File: src/rtl/fft_scheduler_pkg.sv
// Shared types and constants for the time-multiplexed FFT scheduler.
package fft_sched_pkg;
   localparam int N_REQ      = 4;
   localparam int N_PTS      = 16;
   localparam int W          = 16;
   localparam int N_OUT_BINS = N_PTS / 2;
   localparam int FREQ_W     = 2 * N_OUT_BINS * W;

   typedef logic [W-1:0]          sample_t;
   typedef sample_t [N_PTS-1:0]   frame_t;
   typedef logic [1:0]            slot_t;

   localparam slot_t SLOT_PROC_L = 2'd0;
   localparam slot_t SLOT_PROC_R = 2'd1;
   localparam slot_t SLOT_RAW_L  = 2'd2;
   localparam slot_t SLOT_RAW_R  = 2'd3;
   localparam slot_t SLOT_LAST   = SLOT_RAW_R;

   typedef enum logic [2:0] {IDLE, START, WAIT, STORE, AVG, DONE} state_t;
endpackage

File: src/rtl/fft_scheduler_if.sv
// Frame sources, shared FFT engine handshake and spectrum outputs of the scheduler.
interface fft_scheduler_if;
   import fft_sched_pkg::*;

   logic                    i_trigger;
   frame_t [N_REQ-1:0]      i_frame;
   logic                    o_fft_start;
   frame_t                  o_fft_in;
   frame_t                  i_fft_out;
   logic                    i_fft_valid;
   logic [FREQ_W-1:0]       o_freqs;
   logic                    o_done;
   logic                    o_busy;
   logic [N_REQ-1:0]        o_timeout;
   logic                    o_overrun;

   modport master (
      input  i_trigger, i_frame, i_fft_out, i_fft_valid,
      output o_fft_start, o_fft_in, o_freqs, o_done, o_busy, o_timeout, o_overrun
   );

   modport slave (
      output i_trigger, i_frame, i_fft_out, i_fft_valid,
      input  o_fft_start, o_fft_in, o_freqs, o_done, o_busy, o_timeout, o_overrun
   );
endinterface

File: src/rtl/fft_byte_avg.sv
// Floor average of two bins, one result per byte lane with no carry between lanes.
module fft_byte_avg
   import fft_sched_pkg::*;
(
   input  sample_t a,
   input  sample_t b,
   output sample_t y
);
   localparam int H = W / 2;

   logic [H:0] sum_hi;
   logic [H:0] sum_lo;

   // Nine-bit lane sums keep the carry inside the lane before halving.
   always_comb begin
      sum_hi = {1'b0, a[W-1:H]} + {1'b0, b[W-1:H]};
      sum_lo = {1'b0, a[H-1:0]} + {1'b0, b[H-1:0]};
      y      = {H'(sum_hi >> 1), H'(sum_lo >> 1)};
   end
endmodule

File: src/rtl/fft_scheduler.sv
// Runs four snapshotted frames through one shared FFT engine and publishes
// the lane-averaged L/R spectra as one packed word.
module fft_scheduler
   import fft_sched_pkg::*;
#(
   parameter int TIMEOUT = 255
) (
   input  logic             i_clk,
   input  logic             i_rst_n,
   fft_scheduler_if.master  bus
);
   localparam int CW = $clog2(TIMEOUT + 1);

   state_t                  state;
   state_t                  state_next;
   logic                    trig_prev;
   logic                    trig_edge;
   slot_t                   slot;
   logic [CW-1:0]           wait_cnt;
   logic [CW:0]             wait_nxt;
   logic                    timeout_hit;
   frame_t [N_REQ-1:0]      snapshot;
   frame_t [N_REQ-1:0]      spec_buf;
   sample_t [N_OUT_BINS-1:0] avg01;
   sample_t [N_OUT_BINS-1:0] avg23;
   logic [FREQ_W-1:0]       freqs;
   logic [N_REQ-1:0]        timeout_flags;
   logic                    overrun;

   assign trig_edge   = bus.i_trigger & ~trig_prev;
   assign wait_nxt    = {1'b0, wait_cnt} + 1'b1;
   assign timeout_hit = (wait_nxt == (CW+1)'(TIMEOUT));

   always_ff @(posedge i_clk or negedge i_rst_n) begin
      if (!i_rst_n) state <= IDLE;
      else          state <= state_next;
   end

   always_comb begin
      state_next = state;
      case (state)
         IDLE:    if (trig_edge) state_next = START;
         START:   state_next = WAIT;
         WAIT:    if (bus.i_fft_valid || timeout_hit) state_next = STORE;
         STORE:   state_next = (slot == SLOT_LAST) ? AVG : START;
         AVG:     state_next = DONE;
         DONE:    state_next = IDLE;
         default: state_next = IDLE;
      endcase
   end

   always_comb begin
      bus.o_fft_start = (state == START);
      bus.o_done      = (state == DONE);
      bus.o_busy      = (state != IDLE);
   end

   always_ff @(posedge i_clk or negedge i_rst_n) begin
      if (!i_rst_n) begin
         trig_prev     <= 1'b0;
         overrun       <= 1'b0;
         slot          <= SLOT_PROC_L;
         wait_cnt      <= '0;
         snapshot      <= '0;
         spec_buf      <= '0;
         timeout_flags <= '0;
         freqs         <= '0;
      end else begin
         trig_prev <= bus.i_trigger;
         // A trigger edge outside IDLE is dropped, but reported.
         overrun   <= trig_edge && (state != IDLE);
         case (state)
            IDLE: if (trig_edge) begin
               snapshot      <= bus.i_frame;
               slot          <= SLOT_PROC_L;
               timeout_flags <= '0;
            end
            START: wait_cnt <= '0;
            WAIT: begin
               wait_cnt <= wait_nxt[CW-1:0];
               if (bus.i_fft_valid) begin
                  spec_buf[slot] <= bus.i_fft_out;
               end else if (timeout_hit) begin
                  spec_buf[slot]      <= '0;
                  timeout_flags[slot] <= 1'b1;
               end
            end
            STORE: if (slot != SLOT_LAST) slot <= slot + 1'b1;
            AVG:   freqs <= {avg23, avg01};
            default: ;
         endcase
      end
   end

   // Only bins 0..7 of each averaged pair reach the output word.
   for (genvar k = 0; k < N_OUT_BINS; k++) begin : g_bin
      fft_byte_avg u_avg01 (
         .a (spec_buf[SLOT_PROC_L][k]),
         .b (spec_buf[SLOT_PROC_R][k]),
         .y (avg01[k])
      );
      fft_byte_avg u_avg23 (
         .a (spec_buf[SLOT_RAW_L][k]),
         .b (spec_buf[SLOT_RAW_R][k]),
         .y (avg23[k])
      );
   end

   assign bus.o_fft_in  = snapshot[slot];
   assign bus.o_freqs   = freqs;
   assign bus.o_timeout = timeout_flags;
   assign bus.o_overrun = overrun;
endmodule

File: src/flat_wrapper.sv
// flat-port wrapper written by rule: the top's interface ports become plain ports
module fft_scheduler_flat import fft_sched_pkg::*;
#(
   parameter int TIMEOUT = 255
)
  (i_clk, i_rst_n, bus_i_trigger, bus_i_frame, bus_i_fft_out, bus_i_fft_valid, bus_o_fft_start, bus_o_fft_in, bus_o_freqs, bus_o_done, bus_o_busy, bus_o_timeout, bus_o_overrun);
  fft_scheduler_if bus_i ();
  input  logic i_clk;
  input  logic i_rst_n;
  input wire logic [$bits(bus_i.i_trigger)-1:0] bus_i_trigger;
  input wire logic [$bits(bus_i.i_frame)-1:0] bus_i_frame;
  input wire logic [$bits(bus_i.i_fft_out)-1:0] bus_i_fft_out;
  input wire logic [$bits(bus_i.i_fft_valid)-1:0] bus_i_fft_valid;
  output wire logic [$bits(bus_i.o_fft_start)-1:0] bus_o_fft_start;
  output wire logic [$bits(bus_i.o_fft_in)-1:0] bus_o_fft_in;
  output wire logic [$bits(bus_i.o_freqs)-1:0] bus_o_freqs;
  output wire logic [$bits(bus_i.o_done)-1:0] bus_o_done;
  output wire logic [$bits(bus_i.o_busy)-1:0] bus_o_busy;
  output wire logic [$bits(bus_i.o_timeout)-1:0] bus_o_timeout;
  output wire logic [$bits(bus_i.o_overrun)-1:0] bus_o_overrun;
  assign bus_i.i_trigger = bus_i_trigger;
  assign bus_i.i_frame = bus_i_frame;
  assign bus_i.i_fft_out = bus_i_fft_out;
  assign bus_i.i_fft_valid = bus_i_fft_valid;
  assign bus_o_fft_start = bus_i.o_fft_start;
  assign bus_o_fft_in = bus_i.o_fft_in;
  assign bus_o_freqs = bus_i.o_freqs;
  assign bus_o_done = bus_i.o_done;
  assign bus_o_busy = bus_i.o_busy;
  assign bus_o_timeout = bus_i.o_timeout;
  assign bus_o_overrun = bus_i.o_overrun;
  fft_scheduler #(.TIMEOUT(TIMEOUT)) u_core (.i_clk(i_clk), .i_rst_n(i_rst_n), .bus(bus_i));
endmodule
File: config.mk
export PLATFORM = sky130hd
export DESIGN_NAME = fft_scheduler_flat
export DESIGN_NICKNAME = d
export VERILOG_FILES = /design/src/rtl/fft_scheduler_pkg.sv /design/src/rtl/fft_scheduler_if.sv /design/src/rtl/fft_byte_avg.sv /design/src/rtl/fft_scheduler.sv /design/src/flat_wrapper.sv
export SDC_FILE = /design/constraint.sdc
export NUM_CORES = 2
export LEC_CHECK = 0
export CAP_MARGIN = 40
export CORE_AREA = 2 2 705 707
export DETAILED_ROUTE_END_ITERATION = 6
export DIE_AREA = 0 0 707 709
export MAX_ROUTING_LAYER = met4
export SYNTH_ARGS = -nofsm -noshare
export SYNTH_HDL_FRONTEND = slang
export SYNTH_SLANG_ARGS = --single-unit
File: constraint.sdc
create_clock -name i_clk -period 2.9 [get_ports i_clk]
set_clock_uncertainty 0.15 [all_clocks]
set_input_delay 0.58 -clock i_clk [delete_from_list [all_inputs] [get_ports i_clk]]
set_output_delay 0.58 -clock i_clk [all_outputs]
set_load 0.03 [all_outputs]
==> reports/metrics.yaml <==
worst_setup_path:
  critical_path_class: "flop to primary output"
  worstReg2RegStart: "u_core.slot[0]$_DFFE_PN0P_"
  cp.required_ns: 2.17
  arrival_ns: 2.82
  crit_path_end_kind: "primary output"
  rr_worst_depth: 10
  reg2reg_to: "u_core.spec_buf[515]$_DFFE_PN0P_"
  crit_path_start_kind: "flop"
  cp_max_fo: 7
  r2r_setup_slack_ns: 0.17
hold_path:
  hold_start: "bus_i_frame[767]"
  min_to: "u_core.snapshot[767]$_DFFE_PN0P_"
  hold_path_depth: 3
  hold_class: "input port to flop"
sta:
  fin_crit_sh_pct: 122
  finalSetupViolCount: 256
  whs_ns: 0.0894
  slew_violations: 0
  fin_setup_tns_ns: -134.49
  tightestPinTransition_ns: 0.910
  rsz0062_at_grt: "true"
  finalHoldViolCount: 0
  fmax_mhz: 282
  fin_crit_ns: 3.55
  relSlewSlack_pct: 39.3
  fin_ws_ns: -0.650
synthesis:
  synth_top_area_share_pct: 49.4
  yosysTopAreaCell: "dfrtp_1"
  synth.yosys.seq_area_share_pct: 49.4
  syn_nets: 11278
  synth.distinct_cells: 56
  ys_async_sr_fraction_pct: 100
  synthFlopType: "dfrtp_1"
  yosys-top-cells-area: "dfrtp_1, nand2_1, mux4_2, a221oi_1, nand2b_1"
  syn_inst: 9732
  synth_seq_cells: 1811
  synth-edff-count: 0
  synth_area_um2: 91800
  yosysWarnings: 0
  synth_area_per_cell_um2: 9.43
placement:
  gp_congestion: 0.975
  numPortBuffers: 1675
  dp_hpwl_um: 387000
  place_ws_ns: 0.0288
global_routing:
  grt_pass1_vias: 81594
  grt_max_degree: 120
  gr-usage-all-layers_pct: 19.3
  grt_pass1_wl_um: 665000
  antenna_found_initial: 228
  overflow: 0
layout:
  layout_commonest_cell: "nand2_1"
  layout-drive-gt1-share_pct: 11.2
  mostFrequentLayoutCells: "nand2_1, dfrtp_1, clkdlybuf4s50_1, dlygate4sd3_1, nand2b_1"
  multi_input_area_um2: 43400
  layout.nets: 13558
  syn_to_final_growth_pct: 45.7
  fillers: 51891
  seq_area_um2: 45300
  fin_util_pct: 27.1
floorplan:
  dieArea_um2: 501000
  die_h_um: 709
  start_util_pct: 18.6
  num_rows: 258
  core-area_um2: 493000
  die_w_um: 707
  io_pins: 1804
clock_network:
  htree_levels: 4
  worstSkewPairLatency_ns: 0.98
  cts.clk_slew.worst_paths_ns: 0.06
  cts_buffers: 219
  cts_tree: "yes"
  cts_buffer_depth: 4
  clock_sinks: 1811
  cts_root_buf: "clkbuf_16"
power:
  pwr-share-seq_pct: 31.3
  irDropWorstVdd_uv: 1020
  p_int_mw: 79.8
  leakage_nw: 57.0
  pwr-share-comb_pct: 48.5
  switching_power_mw: 63.2
  power.total_mw: 143
  swShare_pct: 44.2
  p_clk_share_pct: 20.2
  powerDensity_nw_per_um2: 1070
drt:
  drt_iter0_drc: 8438
  viasPerCell: 4.52
  via_count: 85124
  drc: 0
  dr.pass1.iters: 7
  ant_nets: 0
  wl_per_cell_um: 26.2
  wirelength_um: 493000
run_status:
  status: "finished, violations left"
  violations: "negative setup slack"
flow_run:
  maxCapViolCount: 0
## how the worst max path moves through the flow
stage / start / to / slack (ns) / cells after the start
after CTS: u_core.slot[0]$_DFFE_PN0P_ / bus_o_fft_in[202] / -0.83 / 6
final: u_core.slot[0]$_DFFE_PN0P_ / bus_o_fft_in[2] / -0.65 / 5
after global routing: u_core.slot[0]$_DFFE_PN0P_ / bus_o_fft_in[133] / -0.76 / 5
after global placement: u_core.slot[0]$_DFFE_PN0P_ / bus_o_fft_in[238] / 0.02 / 4
after detailed placement: u_core.slot[0]$_DFFE_PN0P_ / bus_o_fft_in[252] / 0.03 / 4
after floorplan: u_core.slot[1]$_DFFE_PN0P_ / u_core.spec_buf[352]$_DFFE_PN0P_ / 0.13 / 11
## metal layers
metal / share of wire (%) / vias to the layer above / GRT usage (%)
met5: 0 / - / -
met4: 5.0 / 0 / 8.94
met3: 9.3 / 840 / 5.65
met2: 42 / 3703 / 27.0
met1: 43 / 42728 / 25.4
li1: - / 37853 / -
## timing repair
action,in CTS,in global routing
buffers inserted,23,25
endpoints found under the setup margin,359,258
gates resized for setup,306,194
hold buffers,635,0
hold endpoints to repair,1621,0
pin swaps,0,1
gates cloned,9,11
## logic make-up after synthesis
logic type	count (synthesis)	synth area share, %
adders and majority gates	262	3.83
buffers and inverters	706	3.52
and+or+nand+nor	4880	23.5
muxes	288	6.63
AOI/OAI and AO/OA	1689	12.2
DFF	1811	49.4
xor gates and xnor gates	96	0.916
## Yosys cell counts, drive strengths merged, types with 2 or more instances
| cell type | n |
|---|---|
| nand3 | 3 |
| nand4 | 33 |
| a41oi | 3 |
| nand2b | 515 |
| dfrtp | 1811 |
| a22o | 2 |
| o22ai | 32 |
| clkbuf | 362 |
| ha | 230 |
| and3 | 7 |
| fa | 32 |
| nor3 | 37 |
| or3 | 33 |
| o21ai | 679 |
| nor2b | 512 |
| o221ai | 3 |
| a32o | 4 |
| o21a | 33 |
| xor2 | 32 |
| mux2i | 31 |
| nand3b | 2 |
| and2 | 34 |
| a21o | 33 |
| nor2 | 231 |
| o211ai | 31 |
| buf | 272 |
| o21bai | 31 |
| inv | 72 |
| mux4 | 256 |
| a221oi | 510 |
| or2 | 32 |
| nor3b | 66 |
| a211oi | 32 |
| nand2 | 3373 |
| o31ai | 66 |
| a21oi | 192 |
| a21boi | 33 |
| xnor2 | 64 |
## worst max-delay path, stage by stage (launching register included)
cell	delay [ns]
dfrtp_4	0.50
buf_16	0.19
buf_6	0.17
buf_12	0.14
mux4_2	0.65
buf_12	0.21
## sequential cells by signal, indices dropped and copies added (netlist names)
signal,flops
u_core.snapshot,1024
u_core.spec_buf,512
u_core.bus.o_freqs,256
u_core.wait_cnt,8
u_core.bus.o_timeout,4
u_core.state,3
u_core.slot,2
u_core.bus.o_overrun,1
u_core.trig_prev,1
## per-stage QoR
stage               instances  area, µm²
global route            18810     134000
CTS                     18664     133000
finish                  18828     134000
global placement        17593     118000
detailed placement      17593     118000
floorplan                9732      91800
## power by group through the flow
stage	Sequential [mW]	Combinational (mW)	Clock [mW]
CTS	44.2	68.4	29.6
global route	45.4	74.6	30.5
detailed placement	44.5	65.6	0
finish	44.7	69.4	28.9
floorplan	42.1	35.1	0
global placement	44.3	65.0	0
## layout make-up
cell class                 count  share of cell area (%)
sequential                  1811                    33.9
multi-input combinational   7215                    32.4
timing repair buffer        2693                    21.6
tap                         6500                    6.08
clock buffer                 302                    4.68
clock inverter               102                   0.884
antenna                      133                   0.249
inverter                      72                   0.202
No activity file was read; power rests on OpenSTA's default activity.
